File: config.mk
export PLATFORM = sky130hd
export DESIGN_NAME = vga_layer_compositor
export DESIGN_NICKNAME = d
export VERILOG_FILES = /design/src/rtl/vga_pkg.sv /design/src/rtl/vga_delay_line.sv /design/src/rtl/vga_layer_compositor.sv
export SDC_FILE = /design/constraint.sdc
export NUM_CORES = 1
export LEC_CHECK = 0
export ABC_AREA = 1
export ABC_CLOCK_PERIOD_IN_PS = 2850
export CORE_UTILIZATION = 30
export CTS_CLUSTER_SIZE = 40
export DETAILED_ROUTE_END_ITERATION = 10
export PLACE_DENSITY = 0.69
export SYNTH_ARGS = -nofsm -noshare
export SYNTH_HDL_FRONTEND = slang
export SYNTH_SLANG_ARGS = --single-unit
File: constraint.sdc
create_clock -name clk -period 2.85 [get_ports clk]
set_input_delay 0.4275 -clock clk [delete_from_list [all_inputs] [get_ports clk]]
set_output_delay 0.4275 -clock clk [all_outputs]
set_load 0.01 [all_outputs]
File: src/rtl/vga_pkg.sv
// Shared widths, colours and the packed pixel-stream record used by the VGA compositing path.
package vga_pkg;

    localparam int HCOUNT_W = 11;
    localparam int RGB_W    = 12;

    localparam logic [RGB_W-1:0] BLACK       = 12'h000;
    localparam logic [RGB_W-1:0] DEFAULT_KEY = 12'hF0F;

    typedef logic [RGB_W-1:0] rgb_t;

    typedef struct packed {
        logic [HCOUNT_W-1:0] hcount;
        logic [HCOUNT_W-1:0] vcount;
        logic                hsync;
        logic                vsync;
        logic                hblnk;
        logic                vblnk;
        rgb_t                rgb;
    } vga_sig_t;

endpackage

File: src/rtl/vga_delay_line.sv
// Plain shift register of DEPTH stages; every stage clears while rst is held.
module vga_delay_line #(
    parameter int WIDTH = 1,
    parameter int DEPTH = 1
) (
    input  logic             clk,
    input  logic             rst,
    input  logic [WIDTH-1:0] din,
    output logic [WIDTH-1:0] dout
);

    logic [WIDTH-1:0] stage_q [DEPTH];
    logic [WIDTH-1:0] stage_d [DEPTH];

    always_comb begin
        stage_d[0] = din;
        for (int i = 1; i < DEPTH; i++) begin
            stage_d[i] = stage_q[i-1];
        end
    end

    always_ff @(posedge clk) begin
        for (int i = 0; i < DEPTH; i++) begin
            if (rst) begin
                stage_q[i] <= '0;
            end else begin
                stage_q[i] <= stage_d[i];
            end
        end
    end

    assign dout = stage_q[DEPTH-1];

endmodule

File: src/rtl/vga_layer_compositor.sv
// Merges N_LAYERS colour-keyed overlay streams onto the background stream, with the
// layer-enable mask swapped only at the vblank rising edge to avoid tearing.
module vga_layer_compositor
    import vga_pkg::*;
#(
    parameter int                N_LAYERS   = 4,
    parameter int                PIPE_DEPTH = 2,
    parameter int                KEY_EN     = 1,
    parameter logic [11:0]       KEY_COLOR  = DEFAULT_KEY,
    parameter logic [N_LAYERS-1:0] EN_RESET = '1,
    parameter int                FCNT_W     = 16
) (
    input  logic                    clk,
    input  logic                    rst,
    input  logic [10:0]             in_hcount,
    input  logic [10:0]             in_vcount,
    input  logic                    in_hsync,
    input  logic                    in_vsync,
    input  logic                    in_hblnk,
    input  logic                    in_vblnk,
    input  logic [11:0]             in_rgb,
    input  logic [12*N_LAYERS-1:0]  layer_rgb,
    input  logic [N_LAYERS-1:0]     layer_valid,
    input  logic [N_LAYERS-1:0]     layer_en_req,
    output logic [10:0]             out_hcount,
    output logic [10:0]             out_vcount,
    output logic                    out_hsync,
    output logic                    out_vsync,
    output logic                    out_hblnk,
    output logic                    out_vblnk,
    output logic [11:0]             out_rgb,
    output logic [N_LAYERS-1:0]     layer_en_act,
    output logic                    frame_tick,
    output logic [FCNT_W-1:0]       frame_cnt
);

    logic                vblnk_prev_q, vblnk_prev_d;
    logic [N_LAYERS-1:0] layer_en_act_q, layer_en_act_d;
    logic                frame_tick_q, frame_tick_d;
    logic [FCNT_W-1:0]   frame_cnt_q, frame_cnt_d;
    logic                frame_boundary;
    rgb_t                comp_rgb;
    vga_sig_t            stage1_q, stage1_d;
    vga_sig_t            out_sig;

    always_comb begin
        frame_boundary = in_vblnk & ~vblnk_prev_q;
        vblnk_prev_d   = in_vblnk;
        layer_en_act_d = frame_boundary ? layer_en_req : layer_en_act_q;
        frame_tick_d   = frame_boundary;
        frame_cnt_d    = frame_cnt_q + FCNT_W'(frame_boundary);
    end

    // Ascending scan so the highest-index opaque layer is the one left standing.
    always_comb begin
        comp_rgb = in_rgb;
        for (int i = 0; i < N_LAYERS; i++) begin
            if (layer_valid[i] && layer_en_act_q[i] &&
                !((KEY_EN != 0) && (layer_rgb[i*RGB_W +: RGB_W] == KEY_COLOR))) begin
                comp_rgb = layer_rgb[i*RGB_W +: RGB_W];
            end
        end
        if (in_hblnk || in_vblnk) begin
            comp_rgb = BLACK;
        end
        stage1_d = '{hcount: in_hcount, vcount: in_vcount,
                     hsync:  in_hsync,  vsync:  in_vsync,
                     hblnk:  in_hblnk,  vblnk:  in_vblnk,
                     rgb:    comp_rgb};
    end

    always_ff @(posedge clk) begin
        if (rst) begin
            vblnk_prev_q   <= 1'b0;
            layer_en_act_q <= EN_RESET;
            frame_tick_q   <= 1'b0;
            frame_cnt_q    <= '0;
            stage1_q       <= '0;
        end else begin
            vblnk_prev_q   <= vblnk_prev_d;
            layer_en_act_q <= layer_en_act_d;
            frame_tick_q   <= frame_tick_d;
            frame_cnt_q    <= frame_cnt_d;
            stage1_q       <= stage1_d;
        end
    end

    // Everything after the compositing register is pure delay shared by syncs, counts and rgb.
    if (PIPE_DEPTH == 1) begin : g_no_delay
        assign out_sig = stage1_q;
    end else begin : g_delay
        vga_delay_line #(
            .WIDTH ($bits(vga_sig_t)),
            .DEPTH (PIPE_DEPTH - 1)
        ) u_delay (
            .clk  (clk),
            .rst  (rst),
            .din  (stage1_q),
            .dout (out_sig)
        );
    end

    assign out_hcount   = out_sig.hcount;
    assign out_vcount   = out_sig.vcount;
    assign out_hsync    = out_sig.hsync;
    assign out_vsync    = out_sig.vsync;
    assign out_hblnk    = out_sig.hblnk;
    assign out_vblnk    = out_sig.vblnk;
    assign out_rgb      = out_sig.rgb;
    assign layer_en_act = layer_en_act_q;
    assign frame_tick   = frame_tick_q;
    assign frame_cnt    = frame_cnt_q;

endmodule
==> reports/metrics.csv <==
stage,metric,value,unit
global_routing,grt_pass1_vias,3510,
clock_tree,hold_buffers,0,
min_path,min_from,stage1_q[24],
placement,hpwl,7620,µm
synthesis,ys_seq_area_share,51.3,%
routing,antenna_left,0,
placement,place_congestion,0.872,
flow_run,drv_cap,0,
pwr,power_density,522,nW/µm²
routing,drt-total-wl,9450,µm
layout,area_growth,53.0,%
sta,slew_viol_final,0,
sta,rsz0062_at_grt,false,
sta,tightest_slew,674,ps
global_routing,overflow,0,
floorplan,die_width,114,µm
layout,seq_area,1940,µm²
layout,final_common_cell,clkdlybuf4s50_1,
critical_path,crit_required,3050,ps
critical_path,startpoint_type,input pin,
placement,numPortBuffers,154,
sta,relSlewSlack,55.0,%
layout,n_fill_cell,1213,
global_routing,grt_max_degree,50,
pwr,vdd_drop_max,0.248,mV
synthesis,synthesis.nets,620,
layout,multi_input_area,1320,µm²
routing,drcViolationCount,0,
sta,min_period_over_period,76.1,%
global_routing,antenna_found_initial,0,
clock_tree,htree_levels,3,
critical_path,critPathMaxFanout,4,
routing,first_pass_iters,4,
sta,period_needed,2170,ps
critical_path,timing.rr.end,frame_cnt[14],
clock_tree,ctsResizeCount,0,
clock_tree,numCtsBuffers,9,
routing,routed_via_density,4.22,
synthesis,ys_seq_elements,97,
synthesis,yosys_warnings,0,
floorplan,pin_count,155,
global_routing,grt.met3_usage,4.45,%
routing,vias,3573,
pwr,power.leakage,0.00259,µW
layout,drive_above_1_share,4.86,%
synthesis,synth.distinct_cells,25,
floorplan,chipHeight,114,µm
critical_path,end_kind,flop,
clock_tree,cts_setup_buffers,0,
critical_path,r2r_setup_slack,1020,ps
min_path,hold_class,flop to flop,
synthesis,synth.avg_cell_area,7.25,µm²
sta,fmax,0.461,GHz
routing,routedWlPerCell,11.2,µm
sta,final-setup-viol-count,0,
layout,nNetsFinal,772,
run_status,outcome,completed,
critical_path,reg2reg_from,stage1_q[12],
layout,num_antenna_cells,0,
pwr,p_total,3030,µW
critical_path,reg2reg_depth,9,
floorplan,rows,40,
global_routing,grtUsageMet2,26.3,%
min_path,worstHoldPathCells,2,
floorplan,core,12200,µm²
sta,fin_setup_tns,0,ps
floorplan,die_area,13100,µm²
global_routing,met1_usage,16.9,%
clock_tree,cts_tree,done,
clock_tree,root_buffer,clkbuf_16,
synthesis,synth_area,3790,µm²
clock_tree,clk_latency,330,ps
layout,final_cell_mix,"clkdlybuf4s50_1 (153), inv_1 (118), dfxtp_1 (97)",
sta,finalHoldViolations,0,
routing,drt_iter0_markers,236,
critical_path,critPathLaunch,in_vblnk,
global_routing,grt_pass1_wl,15500,µm
critical_path,critical_path_class,input pin to flop,
synthesis,syn_inst,522,
min_path,hold_end,g_delay.u_delay.stage_q[0][24],
global_routing,top_usage_layer,met2,
sta,worst_clock_skew,4.26,ps
clock_tree,clkTransAtPathRegs,60,ps
clock_tree,clkSinkCount,97,
clock_tree,clk_path_buf_depth,2,
critical_path,arrival,2370,ps
floorplan,start_util,31.1,%
global_routing,grtUsageTotal,15.2,%
==> report_power, final <==
part | switching (µW) | internal [µW]
clock | 481 | 724
sequential | 17.2 | 1410
combinational | 177 | 218
==> state kept, by name (all words and copies together), names as in the netlist <==
| name | flops |
|---|---|
| frame_cnt | 16 |
| g_delay.u_delay.stage_q | 38 |
| frame_tick | 1 |
| stage1_q | 38 |
| layer_en_act | 4 |
==> per-stage QoR <==
step | setup WS (ps) | cells | hold WS (ps) | instance area, µm² | util (%)
CTS | 651 | 847 | 400 | 5790 | 47.6
global route | 495 | 847 | 412 | 5790 | 47.6
global placement | 347 | 831 | 390 | 5490 | 45.1
floorplan | 960 | 522 | 388 | 3790 | -
finish | 681 | 847 | 399 | 5790 | 47.6
detailed placement | 296 | 831 | 392 | 5490 | 45.1
==> cell usage after synthesis, drive strengths merged <==
cell type  count  share of area [%]
inv          118                 12
nor4           1               0.33
nor3           7                1.2
a21oi         22                3.0
or2            2               0.33
clkbuf        12                1.2
dfxtp         97                 51
o21ai         26                3.4
xnor2          1               0.23
nand4          6               0.99
ha             2               0.66
o21a           1               0.20
nand3         53                7.3
nand2         78                8.1
nor2          90                9.1
buf            6                1.0
==> critical path: stages <==
cell and delay, ps:
clkdlybuf4s50_1 500, inv_1 60, nor2_1 200, ha_1 230, ha_1 170, nand2_1 80
nor2_2 160, nand3_1 140, nor4_2 190, xnor2_1 150, nor2_1 50
==> worst max-delay path by stage <==
| stage | to | depth (start not counted) | slack, ps |
|---|---|---|---|
| 5_1_grt | frame_cnt[12] | 12 | 500 |
| 3_5_place_dp | frame_cnt[14] | 11 | 300 |
| 2_1_floorplan | frame_cnt[14] | 10 | 960 |
| 3_3_place_gp | frame_cnt[14] | 11 | 350 |
| 4_1_cts | frame_cnt[14] | 11 | 650 |
| 6_report | frame_cnt[14] | 11 | 680 |
==> per-layer routing <==
metal	up-vias	share of wire [%]
met4	0	1.9
met1	1531	43
met5	-	0
li1	1878	-
met3	13	8.6
met2	151	47
==> cells by family after synthesis <==
| kind of cell | Yosys count | synth area share (%) |
|---|---|---|
| simple gates | 237 | 27.3 |
| compound gates | 49 | 6.64 |
| flops | 97 | 51.3 |
| xor+xnor | 1 | 0.231 |
| buf+inv | 136 | 13.9 |
| fa+ha+maj | 2 | 0.661 |
==> cell type report <==
cell class	count	area share, %
clock buffers	11	4.36
clock inverters	5	0.929
inverters	118	7.65
multi-input cells	289	22.7
flip-flops and latches	97	33.5
well taps	168	3.63
repair buffers	159	27.2
Power figures use the tool's default switching activity.
